`config.mk`:
```
export PLATFORM = sky130hd
export DESIGN_NAME = mem_arbiter_flat
export DESIGN_NICKNAME = d
export VERILOG_FILES = /design/src/rtl/mem_arb_pkg.sv /design/src/rtl/mem_arbiter_if.sv /design/src/rtl/arb_rr2.sv /design/src/rtl/mem_arbiter.sv /design/src/flat_wrapper.sv
export SDC_FILE = /design/constraint.sdc
export NUM_CORES = 1
export LEC_CHECK = 0
export ABC_AREA = 1
export CAP_MARGIN = 20
export CORE_MARGIN = 4
export CORE_UTILIZATION = 33
export DETAILED_ROUTE_END_ITERATION = 12
export HOLD_SLACK_MARGIN = 0.03
export PLACE_DENSITY = 0.91
export SLEW_MARGIN = 25
export SYNTH_ARGS = -nofsm -noshare
export SYNTH_HDL_FRONTEND = slang
export SYNTH_HIERARCHICAL = 1
export SYNTH_SLANG_ARGS = --single-unit
```
`constraint.sdc`:
```
create_clock -name clk -period 1.5 [get_ports clk]
set_input_delay 0.225 -clock clk [delete_from_list [all_inputs] [get_ports clk]]
set_output_delay 0.225 -clock clk [all_outputs]
set_load 0.05 [all_outputs]
```
`src/rtl/mem_arb_pkg.sv`:
```
// mem_arb_pkg: shared widths and requester ids for the two-port memory arbiter.
package mem_arb_pkg;
    localparam int ADDR_W_DEF = 4;
    localparam int DATA_W_DEF = 8;
    typedef enum logic {REQ_A = 1'b0, REQ_B = 1'b1} req_id_t;
    function automatic req_id_t other(input req_id_t id);
        return (id == REQ_A) ? REQ_B : REQ_A;
    endfunction
endpackage

```
`src/rtl/mem_arbiter_if.sv`:
```
// mem_arbiter_if: requester and memory-side signals of the arbiter.
interface mem_arbiter_if #(
    parameter int ADDR_W = mem_arb_pkg::ADDR_W_DEF,
    parameter int DATA_W = mem_arb_pkg::DATA_W_DEF
);
    logic              req_a, we_a, gnt_a, rvalid_a;
    logic [ADDR_W-1:0] addr_a;
    logic [DATA_W-1:0] wdata_a, rdata_a;
    logic              req_b, we_b, gnt_b, rvalid_b;
    logic [ADDR_W-1:0] addr_b;
    logic [DATA_W-1:0] wdata_b, rdata_b;
    logic              mem_we;
    logic [ADDR_W-1:0] mem_waddr, mem_raddr1, mem_raddr2;
    logic [DATA_W-1:0] mem_wdata, mem_rdata1, mem_rdata2;
    modport slave (
        input  req_a, we_a, addr_a, wdata_a, req_b, we_b, addr_b, wdata_b,
        input  mem_rdata1, mem_rdata2,
        output gnt_a, rdata_a, rvalid_a, gnt_b, rdata_b, rvalid_b,
        output mem_we, mem_waddr, mem_wdata, mem_raddr1, mem_raddr2
    );
    modport master (
        output req_a, we_a, addr_a, wdata_a, req_b, we_b, addr_b, wdata_b,
        output mem_rdata1, mem_rdata2,
        input  gnt_a, rdata_a, rvalid_a, gnt_b, rdata_b, rvalid_b,
        input  mem_we, mem_waddr, mem_wdata, mem_raddr1, mem_raddr2
    );
endinterface

```
`src/rtl/arb_rr2.sv`:
```
// arb_rr2: two-way round-robin arbiter; one-hot grant, pointer moves to the loser.
module arb_rr2
    import mem_arb_pkg::*;
(
    input  logic       clk,
    input  logic       reset_n,
    input  logic [1:0] req,
    output logic [1:0] gnt
);
    req_id_t rr_ptr;
    always_comb gnt = !reset_n ? 2'b00 : (&req) ? ((rr_ptr == REQ_A) ? 2'b01 : 2'b10) : req;
    always_ff @(posedge clk or negedge reset_n) begin
        if (!reset_n)
            rr_ptr <= REQ_A;
        else if (|gnt)
            rr_ptr <= other(gnt[0] ? REQ_A : REQ_B);
    end
endmodule

```
`src/rtl/mem_arbiter.sv`:
```
// mem_arbiter: dedicated read ports per requester with one-cycle registered
// read data, and a shared write port arbitrated round-robin.
module mem_arbiter
    import mem_arb_pkg::*;
#(
    parameter int ADDR_W = ADDR_W_DEF,
    parameter int DATA_W = DATA_W_DEF
) (
    input logic          clk,
    input logic          reset_n,
    mem_arbiter_if.slave bus
);
    logic              rd_a, rd_b;
    logic [1:0]        wgnt;
    logic [ADDR_W-1:0] waddr;
    logic [DATA_W-1:0] wdata, rdata_a, rdata_b;
    logic              rvalid_a, rvalid_b;
    assign rd_a = reset_n & bus.req_a & ~bus.we_a;
    assign rd_b = reset_n & bus.req_b & ~bus.we_b;
    arb_rr2 u_arb (
        .clk     (clk),
        .reset_n (reset_n),
        .req     ({bus.req_b & bus.we_b, bus.req_a & bus.we_a}),
        .gnt     (wgnt)
    );
    always_comb begin
        waddr          = wgnt[0] ? bus.addr_a : wgnt[1] ? bus.addr_b : '0;
        wdata          = wgnt[0] ? bus.wdata_a : wgnt[1] ? bus.wdata_b : '0;
        bus.gnt_a      = rd_a | wgnt[0];
        bus.gnt_b      = rd_b | wgnt[1];
        bus.mem_we     = |wgnt;
        bus.mem_waddr  = waddr;
        bus.mem_wdata  = wdata;
        bus.mem_raddr1 = bus.addr_a;
        bus.mem_raddr2 = bus.addr_b;
        bus.rdata_a    = rdata_a;
        bus.rdata_b    = rdata_b;
        bus.rvalid_a   = rvalid_a;
        bus.rvalid_b   = rvalid_b;
    end
    // Read data is captured pre-write, so a same-address write is not forwarded.
    always_ff @(posedge clk or negedge reset_n) begin
        if (!reset_n) begin
            rvalid_a <= 1'b0;
            rvalid_b <= 1'b0;
            rdata_a  <= '0;
            rdata_b  <= '0;
        end else begin
            rvalid_a <= rd_a;
            rvalid_b <= rd_b;
            rdata_a  <= rd_a ? bus.mem_rdata1 : rdata_a;
            rdata_b  <= rd_b ? bus.mem_rdata2 : rdata_b;
        end
    end
endmodule

```
`src/flat_wrapper.sv`:
```
// flat-port wrapper written by rule: the top's interface ports become plain ports
module mem_arbiter_flat import mem_arb_pkg::*;
#(
    parameter int ADDR_W = ADDR_W_DEF,
    parameter int DATA_W = DATA_W_DEF
)
  (clk, reset_n, bus_req_a, bus_we_a, bus_addr_a, bus_wdata_a, bus_req_b, bus_we_b, bus_addr_b, bus_wdata_b, bus_mem_rdata1, bus_mem_rdata2, bus_gnt_a, bus_rdata_a, bus_rvalid_a, bus_gnt_b, bus_rdata_b, bus_rvalid_b, bus_mem_we, bus_mem_waddr, bus_mem_wdata, bus_mem_raddr1, bus_mem_raddr2);
  mem_arbiter_if #(.ADDR_W(ADDR_W), .DATA_W(DATA_W)) bus_i ();
  input logic clk;
  input logic reset_n;
  input wire logic [$bits(bus_i.req_a)-1:0] bus_req_a;
  input wire logic [$bits(bus_i.we_a)-1:0] bus_we_a;
  input wire logic [$bits(bus_i.addr_a)-1:0] bus_addr_a;
  input wire logic [$bits(bus_i.wdata_a)-1:0] bus_wdata_a;
  input wire logic [$bits(bus_i.req_b)-1:0] bus_req_b;
  input wire logic [$bits(bus_i.we_b)-1:0] bus_we_b;
  input wire logic [$bits(bus_i.addr_b)-1:0] bus_addr_b;
  input wire logic [$bits(bus_i.wdata_b)-1:0] bus_wdata_b;
  input wire logic [$bits(bus_i.mem_rdata1)-1:0] bus_mem_rdata1;
  input wire logic [$bits(bus_i.mem_rdata2)-1:0] bus_mem_rdata2;
  output wire logic [$bits(bus_i.gnt_a)-1:0] bus_gnt_a;
  output wire logic [$bits(bus_i.rdata_a)-1:0] bus_rdata_a;
  output wire logic [$bits(bus_i.rvalid_a)-1:0] bus_rvalid_a;
  output wire logic [$bits(bus_i.gnt_b)-1:0] bus_gnt_b;
  output wire logic [$bits(bus_i.rdata_b)-1:0] bus_rdata_b;
  output wire logic [$bits(bus_i.rvalid_b)-1:0] bus_rvalid_b;
  output wire logic [$bits(bus_i.mem_we)-1:0] bus_mem_we;
  output wire logic [$bits(bus_i.mem_waddr)-1:0] bus_mem_waddr;
  output wire logic [$bits(bus_i.mem_wdata)-1:0] bus_mem_wdata;
  output wire logic [$bits(bus_i.mem_raddr1)-1:0] bus_mem_raddr1;
  output wire logic [$bits(bus_i.mem_raddr2)-1:0] bus_mem_raddr2;
  assign bus_i.req_a = bus_req_a;
  assign bus_i.we_a = bus_we_a;
  assign bus_i.addr_a = bus_addr_a;
  assign bus_i.wdata_a = bus_wdata_a;
  assign bus_i.req_b = bus_req_b;
  assign bus_i.we_b = bus_we_b;
  assign bus_i.addr_b = bus_addr_b;
  assign bus_i.wdata_b = bus_wdata_b;
  assign bus_i.mem_rdata1 = bus_mem_rdata1;
  assign bus_i.mem_rdata2 = bus_mem_rdata2;
  assign bus_gnt_a = bus_i.gnt_a;
  assign bus_rdata_a = bus_i.rdata_a;
  assign bus_rvalid_a = bus_i.rvalid_a;
  assign bus_gnt_b = bus_i.gnt_b;
  assign bus_rdata_b = bus_i.rdata_b;
  assign bus_rvalid_b = bus_i.rvalid_b;
  assign bus_mem_we = bus_i.mem_we;
  assign bus_mem_waddr = bus_i.mem_waddr;
  assign bus_mem_wdata = bus_i.mem_wdata;
  assign bus_mem_raddr1 = bus_i.mem_raddr1;
  assign bus_mem_raddr2 = bus_i.mem_raddr2;
  mem_arbiter #(.ADDR_W(ADDR_W), .DATA_W(DATA_W)) u_core (.clk(clk), .reset_n(reset_n), .bus(bus_i));
endmodule
```
Word-level counts from Yosys, hierarchy flattened
Index checks and enable logic that the tools add are counted.
{"block": "word_totals", "reg_bits": 19, "latchBits": 0, "mem_bits_rw": 0, "mem_bits_ro": 0, "in_bits": 46, "out_inout_bits": 41, "wordCells": 25, "memories": 0}
{"block": "classes", "addsub": 0, "n_mul": 0, "n_div": 0, "magnitude_cmp": 0, "n_eq_ne": 0, "shift": 0, "mux": 8, "n_bitwise": 10, "reduce_logical": 2}
{"cell": "8-bit two-way mux", "n": 2}
{"cell": "4-bit two-way mux", "n": 2}
{"cell": "1-bit AND", "n": 6}
{"cell": "2-bit two-way mux", "n": 3}
{"cell": "1-bit NOT", "n": 2}
{"cell": "1-bit OR", "n": 2}
{"cell": "2-bit AND reduction", "n": 1}
{"cell": "2-bit OR reduction", "n": 1}
{"cell": "1-bit two-way mux", "n": 1}

Depth between registers and ports, before layout
{"block": "logic_depth", "depth_word": 6, "ltp_mapped": 11}

Cells and area by module
Netlist, hierarchy kept.
{"module": "mem_arbiter", "n_inst": 1, "cells_per_inst": 132, "area_each_um2": 1043.5, "seq_area_each_um2": 450.4}
{"module": "arb_rr2", "n_inst": 1, "cells_per_inst": 11, "area_each_um2": 63.8, "seq_area_each_um2": 25.0}

Worst setup path before layout
Ideal clock, no wire load.
{"block": "synth_timing", "kind": "input to output", "from": "input port bus_req_b", "to": "output port bus_mem_waddr[0]", "arrival_ps": 1357, "slack_ps": -82, "cell_stages": 8, "path_cell_list": "buf_4 > nand2_1 > inv_1 > nand2_1 > a21oi_1 > buf_4 > nand3_1 > nand2_1"}
{"block": "synth_via", "elab_chain_cells": 6}
{"item": "from (decl)", "line": "flat_wrapper.sv:15", "rtl": "input wire logic [$bits(bus_i.req_b)-1:0] bus_req_b;"}
{"item": "1-bit AND *", "line": "mem_arbiter.sv:23", "rtl": ".req ({bus.req_b & bus.we_b, bus.req_a & bus.we_a}),"}
{"item": "2-bit AND reduction", "line": "arb_rr2.sv:11", "rtl": "always_comb gnt = !reset_n ? 2'b00 : (&req) ? ((rr_ptr == REQ_A) ? 2'b01 : 2'b10) : req;"}
{"item": "2-bit two-way mux * (2 in a row)", "line": "arb_rr2.sv:11"}
{"item": "via u_core.wgnt[1]", "line": "mem_arbiter.sv:14", "rtl": "logic [1:0] wgnt;"}
{"item": "4-bit two-way mux * (2 in a row)", "line": "mem_arbiter.sv:27", "rtl": "waddr = wgnt[0] ? bus.addr_a : wgnt[1] ? bus.addr_b : '0;"}
{"item": "to (decl)", "line": "flat_wrapper.sv:28", "rtl": "output wire logic [$bits(bus_i.mem_waddr)-1:0] bus_mem_waddr;"}
The timed path passes the listed nets; every way through them passes the cells marked *.

Worst setup path in the final report
{"block": "layout_timing", "from": "input port bus_we_a", "to": "output port bus_mem_wdata[3]"}
{"block": "layout_via", "elab_cells_between_ends": 6, "cone_classes": "mux (4); bitwise (1); reduce/logical (1)"}
{"item": "from (decl)", "line": "flat_wrapper.sv:12", "rtl": "input wire logic [$bits(bus_i.we_a)-1:0] bus_we_a;"}
{"item": "1-bit AND *", "line": "mem_arbiter.sv:23"}
{"item": "2-bit AND reduction", "line": "arb_rr2.sv:11"}
{"item": "2-bit two-way mux * (2 in a row)", "line": "arb_rr2.sv:11"}
{"item": "via u_core.wgnt[0]", "line": "mem_arbiter.sv:14"}
{"item": "8-bit two-way mux *", "line": "mem_arbiter.sv:28", "rtl": "wdata = wgnt[0] ? bus.wdata_a : wgnt[1] ? bus.wdata_b : '0;"}
{"item": "to (decl)", "line": "flat_wrapper.sv:29", "rtl": "output wire logic [$bits(bus_i.mem_wdata)-1:0] bus_mem_wdata;"}
Marks and branches as above.

==> impl_metrics.json <==
{
  "antenna_left": 0,
  "rr_endpoint": "u_core/u_arb/rr_ptr",
  "track_usage_pct": 18.8,
  "ios": 87,
  "cap_violations": 0,
  "p_leak_nw": 1.18,
  "placed_area_sq_um": 2170,
  "cts.sinks": 19,
  "violations": "setup timing",
  "clock_latency_ns": 0.29,
  "worst_hold_path_type": "in2reg",
  "fin_crit_sh_pct": 112,
  "layout-drive-gt1-share_pct": 46.8,
  "rsz0062_at_grt": "true",
  "reg2reg_from": "u_core/u_arb/rr_ptr",
  "wirelength_um": 4450,
  "cp-end-kind": "output port",
  "slew_viol_final": 0,
  "viasPerCell": 4.92,
  "syn_to_final_growth_pct": 119,
  "routabilityCongestion": 0.664,
  "stdcell_area_sq_um": 2430,
  "ys_seq_area_share_pct": 42.9,
  "core_area_sq_um": 3130,
  "ys_ff_latch": 19,
  "crit_type": "in2out",
  "vias": 1383,
  "slew_headroom_pct": 50.1,
  "tns_ns": -2.36,
  "hold_end": "u_core/bus.rdata_b[7]",
  "synth_cells": 143,
  "grt_max_degree": 18,
  "first_pass_iters": 4,
  "drcViolationCount": 0,
  "reg2regPathDepth": 4,
  "crit_path_max_fanout": 6,
  "cp_data_arrival_time_ns": 1.46,
  "status": "complete, but fails checks",
  "syn_nets": 189,
  "antenna_found_initial": 0,
  "pwr_density_cell_nw_per_um2": 785,
  "dieHeight_um": 65.9,
  "gr-total-overflow": 0,
  "cp.required_ns": 1.27,
  "final.min_clock_period_ns": 1.69,
  "worst-r2r-setup-slack_ns": 0.57,
  "setup_violations": 15,
  "start_util_pct": 35.4,
  "synthesis.area_sq_um": 1110,
  "fin_ws_ns": -0.186,
  "io_buffer_count": 86,
  "cts_tree": "yes",
  "wl_per_cell_um": 15.8,
  "diodes": 0,
  "clockBufferDepth": 2,
  "wl_met1_um": 1600,
  "wl_met3_um": 278,
  "worst_pin_slew_ns": 0.746,
  "hold_viol_final": 0,
  "clock.fmax_mhz": 593,
  "yosysWarnings": 6,
  "hold_depth": 4,
  "startpoint": "bus_we_a",
  "hpwl_um": 2980,
  "dieArea_sq_um": 4350,
  "highest_layer": "met4",
  "clkTransAtPathRegs_ns": 0.10,
  "ys_types": 12,
  "hp-start": "reset_n",
  "met2_length_um": 2530,
  "cp-start-kind": "input port",
  "first_iter_violations": 88,
  "avgSynthCellArea_sq_um": 7.74,
  "num_rows": 20,
  "grt_pass1_wl_um": 6220,
  "cts_root_buffer": "clkbuf_4",
  "cts-htree-levels": 1,
  "die_w_um": 65.9,
  "cts_made_buffers": 3,
  "skew_ns": 0,
  "vdd_drop_max_mv": 0.465,
  "grt_pass1_vias": 1295,
  "nNetsFinal": 284
}
[sequential cells by signal (all words and copies together), names as in the netlist]
signal               cells
u_core/bus.rdata_a       8
u_core/bus.rdata_b       8
u_core/bus.rvalid_a      1
u_core/bus.rvalid_b      1
u_core/u_arb/rr_ptr      1
[per-stage QoR]
stage	hold slack (ns)	cells	utilization, %	power (mW)	worst slack [ns]
floorplan	-0.0706	143	-	1.16	-0.0613
global placement	0.176	269	69.4	1.57	-0.329
detailed placement	0.182	269	69.4	1.59	-0.374
CTS	0.363	280	74.2	1.88	-0.114
global route	0.358	281	77.6	2.00	-0.260
finish	0.373	281	77.6	1.91	-0.186
[where the power goes]
part           switching [mW]  total [mW]  leakage (nW)  internal [mW]
Sequential             0.0465       0.633         0.238          0.587
Clock                   0.149       0.253        0.0150          0.103
Combinational           0.614        1.02         0.931          0.406
Total                   0.810        1.91          1.18           1.10
[worst max-delay path, cell delays in order]
cell           delay, ns
dlygate4sd2_1       0.28
nand2_1             0.11
inv_2               0.09
nand2_1             0.05
inv_1               0.07
nand2_2             0.09
clkinv_4            0.11
buf_6               0.15
nand2_2             0.07
nand2_2             0.09
buf_12              0.13
[cells in the mapped netlist]
master | number | area share, %
buf_4 | 11 | 7.5
inv_2 | 2 | 0.68
a21oi_1 | 1 | 0.45
inv_4 | 1 | 0.57
nand3_1 | 12 | 5.4
nand4_1 | 16 | 9.0
buf_12 | 1 | 1.8
nand2_1 | 67 | 23
dfrtp_1 | 19 | 43
inv_1 | 8 | 2.7
nand3_4 | 2 | 3.2
buf_6 | 3 | 3.1
[worst max-delay path by stage]
stage | to | slack [ns] | depth (start not counted)
finish | bus_mem_wdata[3] | -0.19 | 11
detailed placement | bus_mem_wdata[0] | -0.37 | 9
global placement | bus_mem_waddr[3] | -0.33 | 9
CTS | bus_mem_wdata[0] | -0.11 | 6
floorplan | bus_gnt_b | -0.06 | 8
global route | bus_mem_wdata[3] | -0.26 | 7
[routing by layer]
metal	up-vias	track usage (%)
met3	4	3.57
met5	-	0
met1	662	22.2
met4	0	4.92
li1	648	-
met2	69	34.5
[cell type report]
cell class                      count  area, sq um
Timing Repair Buffer              104         1200
Fill cell                         202          699
Multi-Input combinational cell     98          611
Sequential cell                    19          475
Tap cell                           44         55.1
Inverter                           11         53.8
Clock buffer                        4         26.3
Timing Repair inverter              1         8.76
[cells by family (layout without fill, tap and decap cells)]
logic type,Yosys count,count (layout),share of synthesized area (%)
AND/OR/NAND/NOR,97,97,40.3
flip-flops,19,19,42.9
AO/OA/AOI/OAI,1,1,0.452
buffers and inverters,26,120,16.3
[what timing repair did]
action / in CTS / in global routing
endpoints found under the hold margin: 19 / 0
resized for setup: 31 / 28
cloned: 3 / 0
pin swaps: 9 / 18
endpoints found under the setup margin: 15 / 15
setup buffers: 2 / 1
hold buffers: 2 / 0
[placed cells by master, fill, tap and decap left out]
cell / instances
a21oi_4: 1
buf_12: 23
buf_2: 1
buf_4: 30
buf_6: 2
buf_8: 2
clkbuf_1: 1
clkbuf_4: 3
clkdlybuf4s50_1: 40
clkinv_4: 1
dfrtp_1: 19
dlygate4sd2_1: 4
dlygate4sd3_1: 2
inv_1: 4
inv_2: 4
inv_4: 1
inv_6: 2
nand2_1: 39
nand2_2: 25
nand2_4: 3
nand3_1: 1
nand3_2: 10
nand3_4: 3
nand4_1: 16
Note: power is estimated with default switching activity, not from simulation.
